===== config.mk =====
export PLATFORM = sky130hd
export DESIGN_NAME = hazard_sequencer
export DESIGN_NICKNAME = d
export VERILOG_FILES = /design/src/rtl/cpu_pkg.sv /design/src/rtl/hazard_sequencer_detect.sv /design/src/rtl/hazard_sequencer.sv
export SDC_FILE = /design/constraint.sdc
export NUM_CORES = 1
export LEC_CHECK = 0
export BUFFER_PORTS_ARGS = -buffer_cell sky130_fd_sc_hd__buf_2
export CAP_MARGIN = 20
export CORE_ASPECT_RATIO = 1.5
export CORE_MARGIN = 1
export CORE_UTILIZATION = 45
export DETAILED_ROUTE_END_ITERATION = 8
export PLACE_DENSITY_LB_ADDON = 0.1
export SLEW_MARGIN = 10
export SYNTH_ARGS = -nofsm -noshare
export SYNTH_HDL_FRONTEND = slang
export SYNTH_SLANG_ARGS = --single-unit

===== constraint.sdc =====
create_clock -name clk_i -period 2.45 [get_ports clk_i]
set_input_delay 0.49 -clock clk_i [delete_from_list [all_inputs] [get_ports clk_i]]
set_output_delay 0.49 -clock clk_i [all_outputs]
set_load 0.005 [all_outputs]

===== src/rtl/cpu_pkg.sv =====
// Shared CPU definitions: opcodes used by the decoder and the sequencer,
// plus the state encoding of the pipeline sequencing FSM.
package cpu_pkg;

   localparam logic [6:0] OP_RTYPE = 7'b0110011;
   localparam logic [6:0] OP_SW    = 7'b0100011;
   localparam logic [6:0] OP_LW    = 7'b0000011;
   localparam logic [6:0] OP_BEQ   = 7'b1100011;
   localparam logic [6:0] OP_ITYPE = 7'b0010011;

   localparam logic [1:0] ST_IDLE    = 2'd0;
   localparam logic [1:0] ST_RUN     = 2'd1;
   localparam logic [1:0] ST_MEMWAIT = 2'd2;

   // Only R-type, store and branch instructions actually read rs2.
   function automatic logic usesRs2(input logic [6:0] op);
      return (op == OP_RTYPE) || (op == OP_SW) || (op == OP_BEQ);
   endfunction

endpackage


===== src/rtl/hazard_sequencer_detect.sv =====
// Combinational load-use detector: flags an ID instruction that reads the
// destination of a load still sitting in EX.
module hazard_detect
   import cpu_pkg::*;
(
   input  logic [6:0] idOp,
   input  logic [4:0] idRs1,
   input  logic [4:0] idRs2,
   input  logic       exMemRead,
   input  logic [4:0] exRd,
   output logic       loadUse
);

   logic rs2Used;

   // rs1 counts as read for every opcode; x0 never creates a dependency.
   always_comb begin
      rs2Used = usesRs2(idOp);
      loadUse = exMemRead && (exRd != 5'd0) &&
                ((exRd == idRs1) || (rs2Used && (exRd == idRs2)));
   end

endmodule


===== src/rtl/hazard_sequencer.sv =====
// Pipeline sequencing controller: chooses advance / bubble / flush / freeze
// each cycle, tracks multi-cycle memory accesses and counts stall and flush
// cycles with saturating counters.
module hazard_sequencer #(
   parameter int MEM_LAT = 1,
   parameter int CNT_W   = 16
) (
   input  logic             clk_i,
   input  logic             rst_i,
   input  logic             start_i,
   input  logic [6:0]       ID_Op_i,
   input  logic [4:0]       ID_rs1_i,
   input  logic [4:0]       ID_rs2_i,
   input  logic             EX_MemRead_i,
   input  logic [4:0]       EX_rd_i,
   input  logic             ID_BranchTaken_i,
   input  logic             MEM_Access_i,
   output logic             PCWrite_o,
   output logic             IFID_Write_o,
   output logic             NoOp_o,
   output logic             IFID_Flush_o,
   output logic             PipeStall_o,
   output logic [1:0]       state_o,
   output logic [CNT_W-1:0] stall_cnt_o,
   output logic [CNT_W-1:0] flush_cnt_o
);

   import cpu_pkg::*;

   localparam logic       MEM_FREEZE = (MEM_LAT > 1);
   localparam logic [3:0] WAIT_LOAD  = (MEM_LAT > 1) ? 4'(MEM_LAT - 2) : 4'd0;

   logic [1:0] state;
   logic [1:0] stateNext;
   logic [3:0] waitCnt;
   logic [3:0] waitNext;
   logic       loadUse;
   logic       memTrig;
   logic       freeze;

   hazard_detect detect (
      .idOp      (ID_Op_i),
      .idRs1     (ID_rs1_i),
      .idRs2     (ID_rs2_i),
      .exMemRead (EX_MemRead_i),
      .exRd      (EX_rd_i),
      .loadUse   (loadUse)
   );

   // A freeze starts on the first cycle an access is in MEM and lasts until
   // the wait counter drains; the release cycle itself is not frozen.
   always_comb begin
      memTrig = (state == ST_RUN) && MEM_Access_i && MEM_FREEZE;
      freeze  = memTrig || ((state == ST_MEMWAIT) && (waitCnt != 4'd0));
   end

   // Output priority: idle, memory freeze, load-use bubble, taken branch.
   always_comb begin
      PCWrite_o    = 1'b1;
      IFID_Write_o = 1'b1;
      NoOp_o       = 1'b0;
      IFID_Flush_o = 1'b0;
      PipeStall_o  = 1'b0;
      if (state == ST_IDLE) begin
         PCWrite_o    = 1'b0;
         IFID_Write_o = 1'b0;
         NoOp_o       = 1'b1;
      end else if (freeze) begin
         PCWrite_o    = 1'b0;
         IFID_Write_o = 1'b0;
         PipeStall_o  = 1'b1;
      end else if (loadUse) begin
         PCWrite_o    = 1'b0;
         IFID_Write_o = 1'b0;
         NoOp_o       = 1'b1;
      end else if (ID_BranchTaken_i) begin
         IFID_Flush_o = 1'b1;
      end
   end

   // Next-state logic; an unused encoding falls back to IDLE.
   always_comb begin
      stateNext = state;
      waitNext  = waitCnt;
      case (state)
         ST_IDLE: begin
            if (start_i) stateNext = ST_RUN;
         end
         ST_RUN: begin
            if (memTrig) begin
               stateNext = ST_MEMWAIT;
               waitNext  = WAIT_LOAD;
            end
         end
         ST_MEMWAIT: begin
            if (waitCnt != 4'd0) begin
               waitNext = waitCnt - 4'd1;
            end else begin
               stateNext = ST_RUN;
            end
         end
         default: begin
            stateNext = ST_IDLE;
            waitNext  = 4'd0;
         end
      endcase
   end

   // State register with asynchronous clear back to IDLE.
   always_ff @(posedge clk_i or negedge rst_i) begin
      if (!rst_i) begin
         state   <= ST_IDLE;
         waitCnt <= 4'd0;
      end else begin
         state   <= stateNext;
         waitCnt <= waitNext;
      end
   end

   // Saturating performance counters, cleared only by reset.
   always_ff @(posedge clk_i or negedge rst_i) begin
      if (!rst_i) begin
         stall_cnt_o <= '0;
         flush_cnt_o <= '0;
      end else begin
         if ((state != ST_IDLE) && !PCWrite_o && (stall_cnt_o != '1))
            stall_cnt_o <= stall_cnt_o + CNT_W'(1);
         if (IFID_Flush_o && (flush_cnt_o != '1))
            flush_cnt_o <= flush_cnt_o + CNT_W'(1);
      end
   end

   assign state_o = state;

endmodule


### Word level (Yosys, flattened, before mapping)

Cells that the tools add are included.

* logic and storage cells: 56
* register bits after elaboration: 38
* bits of input ports: 28

* equal/unequal tests: 12
* reductions and logical operators: 18
* muxes and demuxes: 17
* bitwise gates (word level): 2
* add/sub/neg operators: 3

Operator list (count)
* 16-bit by 1-bit adder with 16-bit output, second input constant: 2
* 16-bit != test, second input constant: 2
* 7-bit by 6-bit == test with 1-bit output, second input constant: 2
* 1-bit 2-to-1 mux: 12
* 5-bit == test: 2
* 4-bit one-hot mux with 2 select lines: 1
* 7-bit == test, second input constant: 1
* 1-bit logical AND: 7
* 2-bit one-hot mux with 3 select lines: 1
* 5-bit nonzero test: 1
* 2-bit 2-to-1 mux: 2
* 4-bit 2-to-1 mux: 1
* 2-bit != test, second input constant: 2
* 4-bit nonzero test: 1
* 4-bit by 1-bit subtractor with 4-bit output, second input constant: 1
* 1-bit logical OR: 3
* 3-bit AND reduction: 1
* 2-bit by 1-bit == test with 1-bit output, second input constant: 1
* 2-bit == test, second input constant: 1
* 2-bit logical NOT: 1
* 2-bit by 1-bit != test with 1-bit output, second input constant: 1
* 1-bit NOT: 2
* 2-bit AND reduction: 1
* 2-bit nonzero test: 1
* other kinds (2): 2

### Longest topological paths before layout

* word-level depth: 12
* gate-level depth with buffers: 8

### Modules after synthesis

Synthesis repeated with hierarchy kept, for this count alone.

* cell total of the unflattened synthesis: 180
* area, all modules: 1855.5 µm²

By module, submodules not included
* hazard_sequencer: cells each 160, instances 1, area an instance 1706.6 µm², sequential area each 825.8 µm²
* hazard_detect: cells each 20, instances 1, area an instance 148.9 µm², sequential area each 0.0 µm²

### Worst setup path after synthesis

No wires, ideal clock.

* path kind: input-to-output
* from: in EX_rd_i[0]
* to: out PCWrite_o
* stages on the path: 6
* path slack: 182 ps
* arrival: 1778 ps
* required time: 1960 ps
* path through: or4_1 > o221ai_2 > buf_2 > nand2_1 > inv_1 > buf_4

* word-level cells in the longest chain between the ends: 7

RTL lines
* start, declared: RTL line hazard_sequencer.sv:15 `input logic [4:0] EX_rd_i,`
* 5-bit == test: RTL line hazard_sequencer_detect.sv:20 `((exRd == idRs1) || (rs2Used && (exRd == idRs2)));`
* 1-bit logical AND: RTL line hazard_sequencer_detect.sv:20
* 1-bit logical OR: RTL line hazard_sequencer_detect.sv:20
* 1-bit logical AND *: RTL line hazard_sequencer_detect.sv:19 `loadUse = exMemRead && (exRd != 5'd0) &&`
* 1-bit 2-to-1 mux * (3 in series)
* end, declared: RTL line hazard_sequencer.sv:18 `output logic PCWrite_o,`

Every way passes the cells marked *; elsewhere a longest branch is shown, timed or not.

### Worst setup path after layout

* from: in EX_rd_i[0]
* to: out IFID_Write_o

* word-level cells in the longest chain between the ends: 7

RTL lines
* 5-bit == test: RTL line hazard_sequencer_detect.sv:20
* 1-bit logical AND: RTL line hazard_sequencer_detect.sv:20
* 1-bit logical OR: RTL line hazard_sequencer_detect.sv:20
* 1-bit logical AND *: RTL line hazard_sequencer_detect.sv:19
* 1-bit 2-to-1 mux *: RTL line hazard_sequencer.sv:72 `end else if (loadUse) begin`
* 1-bit 2-to-1 mux *: RTL line hazard_sequencer.sv:68 `end else if (freeze) begin`
* 1-bit 2-to-1 mux *: RTL line hazard_sequencer.sv:64 `if (state == ST_IDLE) begin`
* end, declared: RTL line hazard_sequencer.sv:19 `output logic IFID_Write_o,`

Marks and branches as above.

==> impl_results.md <==
* Hold WC Path Type: in2async
* Seq pwr share at 51.1%
* Cell mode on critical path: buf_2
* Via density at 5.293
* Combinational Power Share at 19.9%
* Hold Fails Final Rpt at 0
* Status: finished, final reports clean
* Cell Rows at 27
* Die W at 53.43 µm
* Period utilisation layout at 91.61%
* DP Area at 2137 µm²
* RSZ-0062 raised after global routing: no
* Port Buffers at 63
* Switching power at 0.3917 mW
* Top cells by area, synth: dfrtp_1, xnor2_1, xor2_1, nand3_1, nand4_1
* First-pass GRT wire length at 6.396 mm
* Post-CTS Setup Bufs at 0
* Worst setup EP type: output pin
* Final Cell Area at 2223 µm²
* Synth top area share at 46.25%
* Seq/Total Area, Yosys at 46.25%
* Post_cts resized at 0
* Final Non-Filler Cells at 287
* Synth Warn # at 0
* Initial core utilization at 48.05%
* Post-placement cell count at 280
* Max-slew violations at 0
* Switching share of total power at 28.21%
* Synthesized cell area at 1785 µm²
* Critical Path, Cell by Cell: buf_2, or4_1, o221ai_2, nand2_1, inv_1, buf_2
* TritonCTS Buffers at 5
* Synth area leader: dfrtp_1
* Number of DRC markers in iteration 0 at 25
* Grt ovf at 0
* CTS tree: built
* Reg clk slew, reported paths at 60 ps
* Htree depth at 2
* Antenna diodes at 0
* Clock network power share at 29.0%
* Post-DRT Antenna Nets at 0
* P&R area growth vs syn at 24.53%
* Slew @ Worst Pin at 705.7 ps
* Count of cell types in the netlist at 30
* Core area at 3716 µm²
* Overall global routing resource usage at 20.56%
* Max clock buf depth at 2
* GPL Wtd Cong at 0.7466
* Crit path launch: EX_rd_i[0]
* Detail Placement HPWL at 2.839 mm
* Int Pwr at 0.9968 mW
* Drt wl/cell at 13.12 µm
* Mean post-synth cell area at 10.09 µm²
* Post-Syn Instances at 177
* Final hold slack at 255.9 ps
* Fillers at 365
* Clk sinks at 33
* Max-cap violations at 0
* Slowest CP cell: or4_1
* Hold Buf Count CTS at 0
* Routed WL at 3.765 mm
* Final setup fails at 0
* CTS Root Cell: clkbuf_8
* Remaining DRCs at 0
* Number of global-route vias before repair at 1,432
* Later-pin clock latency in the skew report at 280 ps
* Startpoint Class: input port
* Final net count at 274
* Power per cell area at 624.5 nW/µm²
* Share of layout cells above drive strength 1 at 31.97%
* IO Pins at 67
* Pin count of the biggest net entering global routing at 34
* Worst path required time at 1960 ps
* Initial antenna violation count at 0
* Leak at 1.179 nW
* Yosys reg bits at 33
* Setup TNS at 0 ps
* Register-to-Register Path Depth at 7
* Drt pass-1 iters at 4
* Max Clock Freq at 445.6 MHz
* Fin crit period at 2244 ps
* Worst reg2reg startpoint: flush_cnt_o[0]
* Worst Path Max Fanout at 4
* Critical path arrival at 1750 ps
* Die Ht at 79.15 µm
* Highest cell delay on the worst timing path at 540 ps
* Slew margin rel. at 52.96%
* Die Area at 4229 µm²
* Clk_skew at 4.919 ps
* Vias at 1,519
* Worst vdd ir at 414.8 µV
* CP Class: in2out
[synth_stat cells (all sizes together)]
| cell type | count |
|---|---|
| o221ai | 1 |
| nor2b | 1 |
| nor4 | 4 |
| and3b | 1 |
| nor2 | 9 |
| and2 | 2 |
| and3 | 9 |
| mux2 | 2 |
| xnor2 | 20 |
| dfrtp | 33 |
| nand4 | 12 |
| nor3b | 1 |
| nand2 | 15 |
| nand4b | 1 |
| clkbuf | 1 |
| conb | 1 |
| or4 | 1 |
| nor3 | 11 |
| ha | 2 |
| nand3 | 16 |
| xor2 | 20 |
| or2 | 1 |
| a21boi | 1 |
| inv | 1 |
| buf | 7 |
| and4 | 4 |
[worst max-delay path: cells and delay by family]
family          cells  cell delay [ps]
compound gates      1              310
buf+inv             3              300
simple gates        2              660
[kinds of logic (layout without fill, tap and decap cells)]
kind of cell | after synthesis | in the layout | share of synthesized area [%]
AOI/OAI and AO/OA | 2 | 2 | 1.261
DFF | 33 | 33 | 46.25
and+or+nand+nor | 88 | 88 | 26.91
adders and majority gates | 2 | 2 | 1.401
buffers and inverters | 9 | 75 | 3.083
xor gates and xnor gates | 40 | 40 | 19.62
muxes | 2 | 2 | 1.261
other | 1 | 2 | 0.2100
[metrics by stage]
stage / power [mW] / utilization [%] / setup slack (ps)
floorplan: 0.8573 / - / 182.2
global placement: 0.9902 / 57.51 / 124.2
detailed placement: 1.001 / 57.51 / 102.9
CTS: 1.413 / 59.83 / 188.5
global route: 1.477 / 59.83 / 95.32
finish: 1.389 / 59.83 / 205.7
[final timing paths]
check	endpoint	slack [ps]
max	IFID_Write_o	210
min	flush_cnt_o[3]	260
max reg2reg	flush_cnt_o[1]	540
min reg2reg	stall_cnt_o[10]	480
max in group asynchronous	flush_cnt_o[13]	1740
min in group clk_i	state_o[0]	400
[layer usage]
metal / share of wire [%] / global-route usage, %
met5: 0 / 0
met4: 1.4 / 6.316
met3: 4.5 / 5.172
met2: 53 / 35.00
met1: 41 / 24.54
[power groups by stage]
stage / Combinational, mW / Clock [mW] / Sequential [mW]
floorplan: 0.146 / 0 / 0.711
global placement: 0.274 / 0 / 0.716
detailed placement: 0.284 / 0 / 0.718
CTS: 0.283 / 0.421 / 0.708
global route: 0.316 / 0.437 / 0.724
finish: 0.277 / 0.403 / 0.709
[final cells by class]
cell class	instances	area, µm²	area share (%)
multi-input cells	136	908.4	40.86
flip-flops and latches	33	825.8	37.14
repair buffers	67	345.3	15.53
well taps	43	53.80	2.420
inverters	1	3.754	0.1688
clock buffers	7	86.33	3.883
[flip-flops by register name, summed over array words and instances (netlist names)]
register and flops:
stall_cnt_o 16, flush_cnt_o 16, state_o 1
[placed cells by master, fill, tap and decap left out, types with 3 or more instances in the layout]
master / count
nand4_1: 12
xor2_1: 20
and4_1: 4
nor3_1: 11
nand3_1: 16
and3_1: 9
buf_2: 63
nand2_1: 15
dfrtp_1: 33
buf_4: 4
nor4_1: 3
clkbuf_8: 6
xnor2_1: 20
nor2_1: 9
No activity file was read; power rests on OpenSTA's default activity.
